**src/rtl/axi_burst_pkg.sv**
```systemverilog
// Shared types and constants for the AXI4 burst master.
// Holds the FSM state enum, AXI burst/response encodings and the 4 KB boundary.
package axi_burst_pkg;

  typedef enum logic [2:0] {
    ST_IDLE,
    ST_WR_ADDR,
    ST_WR_DATA,
    ST_WR_RESP,
    ST_RD_ADDR,
    ST_RD_DATA
  } state_t;

  localparam logic [1:0] BURST_FIXED = 2'b00;
  localparam logic [1:0] BURST_INCR  = 2'b01;
  localparam logic [1:0] BURST_WRAP  = 2'b10;

  localparam logic [1:0] RESP_OKAY   = 2'b00;
  localparam logic [1:0] RESP_EXOKAY = 2'b01;
  localparam logic [1:0] RESP_SLVERR = 2'b10;
  localparam logic [1:0] RESP_DECERR = 2'b11;

  localparam int BOUNDARY_4K = 4096;
  // Beat count of one burst: up to 256, so 9 bits.
  localparam int BEATS_W = 9;

endpackage

```
**src/rtl/axi_burst_calc.sv**
```systemverilog
// Combinational burst sizing: the largest burst that fits the remaining beats,
// the burst length limit, and the distance to the next 4 KB boundary.
module axi_burst_calc
  import axi_burst_pkg::*;
#(
  parameter int LEN_WIDTH     = 12,
  parameter int STRB_WIDTH    = 4,
  parameter int MAX_BURST_LEN = 256
) (
  input  logic [LEN_WIDTH:0]   remaining,
  input  logic [11:0]          addr,
  output logic [BEATS_W-1:0]   beats,
  output logic [7:0]           len
);

  localparam int SIZE = $clog2(STRB_WIDTH);

  logic [31:0] to_4k;
  logic [31:0] pick;

  always_comb begin
    to_4k = (32'(BOUNDARY_4K) - 32'(addr)) >> SIZE;
    pick  = 32'(remaining);
    if (pick > 32'(MAX_BURST_LEN)) pick = 32'(MAX_BURST_LEN);
    if (pick > to_4k) pick = to_4k;
    beats = BEATS_W'(pick);
    len   = 8'(pick - 32'd1);
  end

endmodule

```
**src/rtl/axi_burst_master.sv**
```systemverilog
// AXI4 master: splits a command into 4 KB-safe INCR bursts, streams write data
// out / read data back, and reports one done/err per command.
module axi_burst_master
  import axi_burst_pkg::*;
#(
  parameter int DATA_WIDTH    = 32,
  parameter int ADDR_WIDTH    = 16,
  parameter int STRB_WIDTH    = DATA_WIDTH / 8,
  parameter int ID_WIDTH      = 8,
  parameter int LEN_WIDTH     = 12,
  parameter int MAX_BURST_LEN = 256,
  parameter int AXI_ID        = 0
) (
  input  logic                  clk,
  input  logic                  rst,
  input  logic                  cmd_valid,
  output logic                  cmd_ready,
  input  logic                  cmd_write,
  input  logic [ADDR_WIDTH-1:0] cmd_addr,
  input  logic [LEN_WIDTH-1:0]  cmd_len,
  input  logic [DATA_WIDTH-1:0] wr_data,
  input  logic [STRB_WIDTH-1:0] wr_strb,
  input  logic                  wr_valid,
  output logic                  wr_ready,
  output logic [DATA_WIDTH-1:0] rd_data,
  output logic                  rd_last,
  output logic                  rd_valid,
  input  logic                  rd_ready,
  output logic                  done,
  output logic                  err,
  output logic [ID_WIDTH-1:0]   m_axi_awid,
  output logic [ADDR_WIDTH-1:0] m_axi_awaddr,
  output logic [7:0]            m_axi_awlen,
  output logic [2:0]            m_axi_awsize,
  output logic [1:0]            m_axi_awburst,
  output logic                  m_axi_awlock,
  output logic [3:0]            m_axi_awcache,
  output logic [2:0]            m_axi_awprot,
  output logic                  m_axi_awvalid,
  input  logic                  m_axi_awready,
  output logic [DATA_WIDTH-1:0] m_axi_wdata,
  output logic [STRB_WIDTH-1:0] m_axi_wstrb,
  output logic                  m_axi_wlast,
  output logic                  m_axi_wvalid,
  input  logic                  m_axi_wready,
  input  logic [ID_WIDTH-1:0]   m_axi_bid,
  input  logic [1:0]            m_axi_bresp,
  input  logic                  m_axi_bvalid,
  output logic                  m_axi_bready,
  output logic [ID_WIDTH-1:0]   m_axi_arid,
  output logic [ADDR_WIDTH-1:0] m_axi_araddr,
  output logic [7:0]            m_axi_arlen,
  output logic [2:0]            m_axi_arsize,
  output logic [1:0]            m_axi_arburst,
  output logic                  m_axi_arlock,
  output logic [3:0]            m_axi_arcache,
  output logic [2:0]            m_axi_arprot,
  output logic                  m_axi_arvalid,
  input  logic                  m_axi_arready,
  input  logic [ID_WIDTH-1:0]   m_axi_rid,
  input  logic [DATA_WIDTH-1:0] m_axi_rdata,
  input  logic [1:0]            m_axi_rresp,
  input  logic                  m_axi_rlast,
  input  logic                  m_axi_rvalid,
  output logic                  m_axi_rready
);

  localparam int SIZE = $clog2(STRB_WIDTH);
  localparam logic [ADDR_WIDTH-1:0] ALIGN_MASK = ~ADDR_WIDTH'(STRB_WIDTH - 1);

  state_t                state_reg, state_next;
  logic [ADDR_WIDTH-1:0] addr_reg, addr_next, addr_step;
  logic [LEN_WIDTH:0]    remaining_reg, remaining_next, remaining_after;
  logic [BEATS_W-1:0]    beats_reg, calc_beats;
  logic [7:0]            beat_cnt_reg, beat_cnt_next, calc_len, burst_len;
  logic                  err_reg, err_next, done_reg, done_next;
  logic                  load_burst, final_burst;
  logic                  unused_ids;

  assign unused_ids = ^{m_axi_bid, m_axi_rid};

  // Sized from the next-state address/remaining so the burst is ready the cycle AW/AR rises.
  axi_burst_calc #(
    .LEN_WIDTH    (LEN_WIDTH),
    .STRB_WIDTH   (STRB_WIDTH),
    .MAX_BURST_LEN(MAX_BURST_LEN)
  ) u_calc (
    .remaining(remaining_next),
    .addr     (addr_next[11:0]),
    .beats    (calc_beats),
    .len      (calc_len)
  );

  assign final_burst     = (remaining_reg == (LEN_WIDTH+1)'(beats_reg));
  assign addr_step       = addr_reg + (ADDR_WIDTH'(beats_reg) << SIZE);
  assign remaining_after = remaining_reg - (LEN_WIDTH+1)'(beats_reg);
  assign burst_len       = 8'(beats_reg - BEATS_W'(1));

  always_comb begin
    state_next     = state_reg;
    addr_next      = addr_reg;
    remaining_next = remaining_reg;
    beat_cnt_next  = beat_cnt_reg;
    err_next       = err_reg;
    done_next      = 1'b0;
    load_burst     = 1'b0;
    case (state_reg)
      ST_IDLE: begin
        if (cmd_valid) begin
          addr_next      = cmd_addr & ALIGN_MASK;
          remaining_next = {1'b0, cmd_len} + (LEN_WIDTH+1)'(1);
          err_next       = 1'b0;
          load_burst     = 1'b1;
          state_next     = cmd_write ? ST_WR_ADDR : ST_RD_ADDR;
        end
      end
      ST_WR_ADDR: if (m_axi_awready) state_next = ST_WR_DATA;
      ST_WR_DATA: begin
        if (wr_valid && m_axi_wready) begin
          beat_cnt_next = beat_cnt_reg - 8'd1;
          if (beat_cnt_reg == '0) state_next = ST_WR_RESP;
        end
      end
      ST_WR_RESP: begin
        if (m_axi_bvalid) begin
          err_next       = err_reg | (m_axi_bresp != RESP_OKAY);
          addr_next      = addr_step;
          remaining_next = remaining_after;
          if (remaining_after == '0) begin
            state_next = ST_IDLE;
            done_next  = 1'b1;
          end else begin
            state_next = ST_WR_ADDR;
            load_burst = 1'b1;
          end
        end
      end
      ST_RD_ADDR: if (m_axi_arready) state_next = ST_RD_DATA;
      ST_RD_DATA: begin
        if (m_axi_rvalid && rd_ready) begin
          // A slave whose rlast disagrees with our beat count is flagged, but rlast still wins.
          err_next      = err_reg | (m_axi_rresp != RESP_OKAY) | (m_axi_rlast != (beat_cnt_reg == '0));
          beat_cnt_next = beat_cnt_reg - 8'd1;
          if (m_axi_rlast) begin
            if (final_burst) begin
              state_next = ST_IDLE;
              done_next  = 1'b1;
            end else begin
              addr_next      = addr_step;
              remaining_next = remaining_after;
              state_next     = ST_RD_ADDR;
              load_burst     = 1'b1;
            end
          end
        end
      end
      default: state_next = ST_IDLE;
    endcase
  end

  always_ff @(posedge clk) begin
    if (rst) begin
      state_reg     <= ST_IDLE;
      addr_reg      <= '0;
      remaining_reg <= '0;
      beats_reg     <= '0;
      beat_cnt_reg  <= '0;
      err_reg       <= 1'b0;
      done_reg      <= 1'b0;
    end else begin
      state_reg     <= state_next;
      addr_reg      <= addr_next;
      remaining_reg <= remaining_next;
      err_reg       <= err_next;
      done_reg      <= done_next;
      if (load_burst) begin
        beats_reg    <= calc_beats;
        beat_cnt_reg <= calc_len;
      end else begin
        beat_cnt_reg <= beat_cnt_next;
      end
    end
  end

  assign cmd_ready = (state_reg == ST_IDLE);
  assign done      = done_reg;
  assign err       = err_reg;

  assign m_axi_awid    = ID_WIDTH'(AXI_ID);
  assign m_axi_awaddr  = addr_reg;
  assign m_axi_awlen   = burst_len;
  assign m_axi_awsize  = 3'(SIZE);
  assign m_axi_awburst = BURST_INCR;
  assign m_axi_awlock  = 1'b0;
  assign m_axi_awcache = 4'b0011;
  assign m_axi_awprot  = 3'b000;
  assign m_axi_awvalid = (state_reg == ST_WR_ADDR);

  assign m_axi_wdata  = wr_data;
  assign m_axi_wstrb  = wr_strb;
  assign m_axi_wlast  = (state_reg == ST_WR_DATA) && (beat_cnt_reg == '0);
  assign m_axi_wvalid = (state_reg == ST_WR_DATA) && wr_valid;
  assign wr_ready     = (state_reg == ST_WR_DATA) && m_axi_wready;
  assign m_axi_bready = (state_reg == ST_WR_RESP);

  assign m_axi_arid    = ID_WIDTH'(AXI_ID);
  assign m_axi_araddr  = addr_reg;
  assign m_axi_arlen   = burst_len;
  assign m_axi_arsize  = 3'(SIZE);
  assign m_axi_arburst = BURST_INCR;
  assign m_axi_arlock  = 1'b0;
  assign m_axi_arcache = 4'b0011;
  assign m_axi_arprot  = 3'b000;
  assign m_axi_arvalid = (state_reg == ST_RD_ADDR);

  assign rd_data      = m_axi_rdata;
  assign rd_valid     = (state_reg == ST_RD_DATA) && m_axi_rvalid;
  assign m_axi_rready = (state_reg == ST_RD_DATA) && rd_ready;
  assign rd_last      = rd_valid && m_axi_rlast && final_burst;

endmodule

```
**config.mk**
```make
export PLATFORM = sky130hd
export DESIGN_NAME = axi_burst_master
export DESIGN_NICKNAME = d
export VERILOG_FILES = /design/src/rtl/axi_burst_pkg.sv /design/src/rtl/axi_burst_calc.sv /design/src/rtl/axi_burst_master.sv
export SDC_FILE = /design/constraint.sdc
export NUM_CORES = 1
export LEC_CHECK = 0
export BUFFER_PORTS_ARGS = -buffer_cell sky130_fd_sc_hd__buf_2
export CORE_UTILIZATION = 35
export DETAILED_ROUTE_END_ITERATION = 16
export GPL_TIMING_DRIVEN = 0
export MAX_ROUTING_LAYER = met4
export PLACE_DENSITY = 0.61
export SYNTH_ARGS = -nofsm -noshare
export SYNTH_HDL_FRONTEND = slang
export SYNTH_HIERARCHICAL = 1
export SYNTH_SLANG_ARGS = --single-unit
export TNS_END_PERCENT = 10
```
**constraint.sdc**
```tcl
create_clock -name clk -period 6.5 [get_ports clk]
set_input_delay 0.65 -clock clk [delete_from_list [all_inputs] [get_ports clk]]
set_output_delay 0.65 -clock clk [all_outputs]
set_load 0.005 [all_outputs]
```
# [Word-level counts from Yosys, hierarchy flattened]
# Cells that the tools add are included.
# W data, S select, Z words.
[classes] muxes=47 bitwise=3 reduce_logical=20 n_addsub=7 n_lt_le_gt_ge=2 n_eq_ne=18
[op_table] cell="$mux W16" n=5
[op_table] cell="$mux W13" n=6
[op_table] cell="$pmux W16 S3" n=1
[op_table] cell="$pmux W13 S3" n=1
[op_table] cell="$gt A13 B30 Y1" n=1
[op_table] cell="$mux W3" n=10
[op_table] cell="$mux W8" n=3
[op_table] cell="$sub A8 B1 Y8 const B" n=3
[op_table] cell="$pmux W3 S6" n=1
[op_table] cell="$add A16 B11 Y16" n=1
[op_table] cell="$pmux W8 S2" n=1
[op_table] cell="$mux W1" n=15
[op_table] cell="$ne A2 B2 Y1 const B" n=7
[op_table] cell="$sub A13 B12 Y14 const A" n=1
[op_table] cell="$add A12 B1 Y13 const B" n=1
[op_table] cell="$eq A13 B9 Y1" n=1
[op_table] cell="$gt A13 B9 Y1 const B" n=1
[op_table] cell="$logic_not A13 Y1" n=1
[op_table] cell="$sub A13 B9 Y13" n=1
[op_table] cell="$logic_and A1 B1 Y1" n=9
[op_table] cell="$mux W9" n=1
[op_table] cell="$logic_not A8 Y1" n=1
[op_table] cell="$reduce_and A8 Y1" n=1
[op_table] cell="$eq A3 B2 Y1 const B" n=2
[op_table] cell="other kinds (14)" n=22
[totals] wordCells=105 regBits=51

# [Longest topological paths before layout]
[depth] depth_word=11 mapped_depth=32 ltp_nobuf=28

# [Modules after synthesis]
# Netlist, hierarchy kept.
[by_module_without_submodules] mod="axi_burst_master" seq_area_each_um2=1021.0 cells_each=651 instances=1 area_per_inst_um2=4987.3
[by_module_without_submodules] mod="axi_burst_calc" seq_area_each_um2=0.0 cells_each=129 instances=1 area_per_inst_um2=974.7

# [Least setup slack after synthesis]
# OpenSTA, ideal clock, no wires.
[synth_timing] path_type="reg-to-reg" start="register beats_reg[6]" end="register beat_cnt_reg[6]" slack_ns=0.570 path_buffers=2 arrival_time_ns=5.845 period_less_slack_ns=5.930 t_required_ns=6.414 path_stages_with_launch=30 path_cell_list="dfxtp_1 > inv_1 > ha_1 > and3_1 > nand4b_1 > o21ai_0 > nand2_1 > clkbuf_1 > a222oi_1 > inv_1 > nor4_4 > and4bb_4 > nand2b_4 > nor3_2 > xor2_1 > ha_1 > and3_2 > a221oi_1 > a41oi_1 > nor2_1 > buf_4 > nor2_1 > a31oi_1 > ha_1 > o21ai_0 > a211oi_2 > xnor2_1 > mux2i_1 > a21oi_1 > a211oi_1"
[synth_via] word_cells_on_any_way=31 classes_between="add/sub (4); order compare (2); eq/ne (3); mux (19); reduce/logical (3)"
[synth_rtl] element="start, declared" line="axi_burst_master.sv:74" source="logic [BEATS_W-1:0] beats_reg, calc_beats;"
[synth_rtl] element="start signal, assigned" line="axi_burst_master.sv:177" source="beats_reg <= calc_beats;"
[synth_rtl] element="$eq A13 B9 Y1 (*)" line="axi_burst_master.sv:94" source="assign final_burst = (remaining_reg == (LEN_WIDTH+1)'(beats_reg));"
[synth_rtl] element="$mux W16 (*)" line="axi_burst_master.sv:145" source="if (final_burst) begin"
[synth_rtl] element="$mux W16 (*)" line="axi_burst_master.sv:144" source="if (m_axi_rlast) begin"
[synth_rtl] element="$mux W16 (*)" line="axi_burst_master.sv:140" source="if (m_axi_rvalid && rd_ready) begin"
[synth_rtl] element="$pmux W16 S3 (*)" line="axi_burst_master.sv:107" source="case (state_reg)"
[synth_rtl] element="via addr_next[2]" line="axi_burst_master.sv:72" source="logic [ADDR_WIDTH-1:0] addr_reg, addr_next, addr_step;"
[synth_rtl] element="$sub A13 B12 Y14 (*)" line="axi_burst_calc.sv:22" source="to_4k = (32'(BOUNDARY_4K) - 32'(addr)) >> SIZE;"
[synth_rtl] element="$gt A13 B30 Y1" line="axi_burst_calc.sv:25" source="if (pick > to_4k) pick = to_4k;"
[synth_rtl] element="$mux W9 (*)" line="axi_burst_calc.sv:25"
[synth_rtl] element="$sub A8 B1 Y8 (*)" line="axi_burst_calc.sv:27" source="len = 8'(pick - 32'd1);"
[synth_rtl] element="via calc_len[6]" line="axi_burst_master.sv:75" source="logic [7:0] beat_cnt_reg, beat_cnt_next, calc_len, burst_len;"
[synth_rtl] element="$mux W8 (*)" line="axi_burst_master.sv:176" source="if (load_burst) begin"
[synth_rtl] element="end signal, assigned" line="axi_burst_master.sv:178" source="beat_cnt_reg <= calc_len;"
[synth_rtl] element="end signal, assigned" line="axi_burst_master.sv:180" source="beat_cnt_reg <= beat_cnt_next;"
[synth_rtl] element="end, declared" line="axi_burst_master.sv:75"
# The timed path passes the listed nets; every way through them passes the cells marked *. The select of a mux whose other input is x is not followed.
# A chain may end at the register's enable or synchronous reset.

# [Worst setup path after layout]
[layout_timing] start="register beats_reg[8]" end="register beat_cnt_reg[6]"
# Same word-level chain as after synthesis.

==> results.txt <==
The run finished with clean final reports. The average cell area after synthesis came out at 7.64 um^2. The netlist area before placement is 0.00596 mm^2. The max-capacitance violation count is 0. The total internal power is 0.00188 W. Relative to the synthesized area, the layout overhead comes to 27.3%. The post-route antenna net violation count came out at 0. The maximum number of pins on one net before global-route repair is 16. In this run the deepest clock path goes through 2 buffers. Across the VDD grid, the largest voltage drop is 0.171 mV. STA classifies the critical path endpoint as a flop. The number of H-tree levels is 2.

The register with the most flip-flops in the layout has 16 of them. The library cell used most frequently in the layout, excluding fill and tap cells, is buf_2. At the pin with the least slew margin, the transition time is 1120 ps. The data arrival time of the critical path is 6290 ps. The number of global-route vias before repair is 5,460.

The total setup violations reported at the end of the flow came out at 0. The worst setup path is of the reg2reg kind. The number of core rows is 47. The worst-case clock skew is 9.37 ps. The TritonCTS sink count came out at 51.

The placement-stage cell area came out at 0.00723 mm^2. The wire length of the first global-routing pass came out at 27.7 mm. Counting every instance in the synthesized netlist gives 780. The tightest min-delay check is of the reg2reg type.

The post-detailed-routing wire length came out at 17.5 mm. The register bit count reported by yosys came out at 51. The number of max-slew violations in the final report was 0.

Of all nets on the critical path, the largest fanout is 10. The root buffer selected by CTS is clkbuf_16. After clock tree synthesis, the clock-pin slew on the worst setup and hold paths is 70 ps. The final instance area came out at 0.00759 mm^2. The final hold violation count is 0.

For the worst setup path, the data required time is 6720 ps. The count of boundary I/O pins is 298. Prior to clock tree synthesis, the placed netlist has a worst setup slack of -724 ps. The overall die area is 0.0176 mm^2. The worst slew margin relative to its limit came out at 25.2%. Input and output buffers added on the ports amount to 168. The placed wire-length estimate is 14.4 mm. The number of flops mapped to enable cells by yosys came out at 0. The worst setup path startpoint is beats_reg[8]$_SDFFE_PP0P_. The die span in y is 133 um. The violation count after the first detailed-routing iteration came out at 354. The post-synthesis sequential area ratio is 17.1%. In the layout the commonest cells are 173 x buf_2, 144 x buf_4, 52 x nand2_1, 47 x dfxtp_1, 45 x a21oi_1.

Per report_power, the sequential group accounts for 13.8% of the total. The worst-path cell with the longest stage delay is a222oi_1. The final layout contains 1,165 nets. The analysis attributes to cell leakage a power of 3.74 nW.

The power density over the cells is 496 mW/mm^2. Summed over all nets, the switching power comes to 0.00189 W. The worst path uses 93.5% of the clock period.

The maximum single-stage delay on the critical path came out at 430 ps. Combinational logic is responsible for 79.2% of the overall power. The switching part of the total came out at 50.2%.

The final sum of negative setup slack is 0 ps. The vias after detailed routing came out at 5,980. The worst register-to-register path begins at beats_reg[8]$_SDFFE_PP0P_. Cells fill 45.8% of the core in the end. The worst hold path begins at beats_reg[5]$_SDFFE_PP0P_. The worst path setup slack after routing is 423 ps. TritonCTS built the clock tree. The worst setup path is launched from a flop.

The number of different library cells used by synthesis comes to 84. After detailed routing, the average wire length per cell comes to 14.3 um. The clock power share came out at 7.1%. The final RePlAce weighted congestion came out at 0.881. Of all flip-flops after synthesis, the portion carrying an async set or reset was 0%. The final antenna diode count came out at 0. The shortest clock period the worst path allows after layout is 6080 ps. Summed over all layers, the global routing overflow is 0. The number of buffers created by CTS came out at 5.

For this run, the leading register cell type out of synthesis is dfxtp_1. The count of synthesis-stage warnings from yosys came out at 6. Cells with a size suffix above 1 make up 38.5% of the layout. Based on the critical path, the design can be clocked at up to 165 MHz. The total iterations of the first detailed-routing run came out at 6. The starting density of the core came out at 36.0%. Dividing the detail-routed via count by the number of cells gives 4.89.

The total routing resource utilization after global routing is 20.0%. The initial antenna violation count came out at 0. The placeable core region came out at 0.0166 mm^2. The clock latency reported for the late side of the worst-skew pair came out at 300 ps. The horizontal die dimension is 133 um. In the routed design, unresolved DRC markers number 0.
==> Yosys cell counts (5+ instances only) <==
| master | instances | area share [%] |
|---|---|---|
| a22oi_1 | 8 | 1.0 |
| a211oi_2 | 6 | 1.3 |
| nand2b_1 | 8 | 0.84 |
| nor2b_1 | 25 | 2.6 |
| xnor2_1 | 32 | 4.7 |
| and3_1 | 14 | 1.5 |
| and2_1 | 9 | 0.94 |
| nor3_1 | 23 | 1.9 |
| a222oi_1 | 7 | 1.2 |
| o22ai_1 | 5 | 0.52 |
| buf_2 | 7 | 0.59 |
| buf_4 | 136 | 17 |
| a21oi_1 | 46 | 3.9 |
| clkbuf_1 | 12 | 0.76 |
| o21ai_0 | 36 | 3.0 |
| o221ai_1 | 6 | 0.88 |
| nor2_1 | 44 | 2.8 |
| nand3_1 | 28 | 2.4 |
| dfxtp_1 | 51 | 17 |
| a21o_1 | 12 | 1.5 |
| ha_1 | 33 | 6.9 |
| nand3b_1 | 5 | 0.63 |
| nand4_1 | 7 | 0.73 |
| inv_1 | 38 | 2.4 |
| xor2_1 | 23 | 3.4 |
| nand2_1 | 56 | 3.5 |
| a211oi_1 | 9 | 1.1 |
| o21a_1 | 8 | 1.0 |
==> area by class of cell <==
| type | instances | area [um^2] |
|---|---|---|
| Multi-Input combinational cell | 573 | 3970 |
| Sequential cell | 51 | 1030 |
| Fill cell | 1728 | 8990 |
| Inverter | 38 | 143 |
| Clock buffer | 6 | 129 |
| Buffer | 157 | 1130 |
| Timing Repair Buffer | 176 | 901 |
| Clock inverter | 2 | 12.5 |
| Tap cell | 220 | 275 |
==> what timing repair did <==
| item | 4_1_cts | 5_1_grt |
|---|---|---|
| hold buffers | 0 | 0 |
| gates resized for setup | 12 | 30 |
| gates cloned | 0 | 0 |
| setup endpoints to repair | 4 | 3 |
| setup buffers | 3 | 5 |
| pin swaps | 4 | 6 |
==> cells by family after synthesis <==
kind of cell / Yosys count / synth area share (%)
compound gates: 185 / 22.1
xor+xnor: 59 / 9.36
fa+ha+maj: 35 / 7.60
other cells: 3 / 0.189
mux: 2 / 0.336
simple gates: 248 / 22.0
buf+inv: 197 / 21.3
flops: 51 / 17.1
==> per-stage QoR <==
stage          instances  hold WS, ps  total power [W]
2_1_floorplan        821          460          0.00259
3_3_place_gp        1209          483          0.00331
6_report            1223          491          0.00376
3_5_place_dp        1209          482          0.00331
5_1_grt             1223          512          0.00410
4_1_cts             1220          491          0.00362
==> critical path, delay by kind of cell (launching register included) <==
family,cells,cell delay [ps]
AOI/OAI and AO/OA,9,1890
xor gates and xnor gates,2,170
DFF,1,380
adders and majority gates,3,840
buffers and inverters,4,640
and+or+nand+nor,10,1890
muxes,1,190
==> final timing paths <==
check / to / slack (ps) / cells past startpoint
setup reg to reg: beat_cnt_reg[6]$_SDFFE_PP0P_ / 420 / 29
setup / recovery: beat_cnt_reg[6]$_SDFFE_PP0P_ / 420 / 29
hold reg to reg: beats_reg[5]$_SDFFE_PP0P_ / 490 / 2
hold / removal: beats_reg[5]$_SDFFE_PP0P_ / 490 / 2
==> metal layers <==
metal | global-route usage, % | routed length (um)
met1 | 23.9 | 7440
met5 | - | 0
met3 | 1.34 | 757
met2 | 35.8 | 8940
met4 | 5.81 | 365
==> power groups by stage <==
stage	Clock [W]	Sequential, W	Combinational, W
after floorplan	0	0.000483	0.00211
after global placement	0	0.000509	0.00280
after detailed placement	0	0.000508	0.00280
after global routing	0.000278	0.000533	0.00329
final	0.000265	0.000518	0.00298
after CTS	0.000267	0.000503	0.00285
Power figures use the tool's default switching activity.
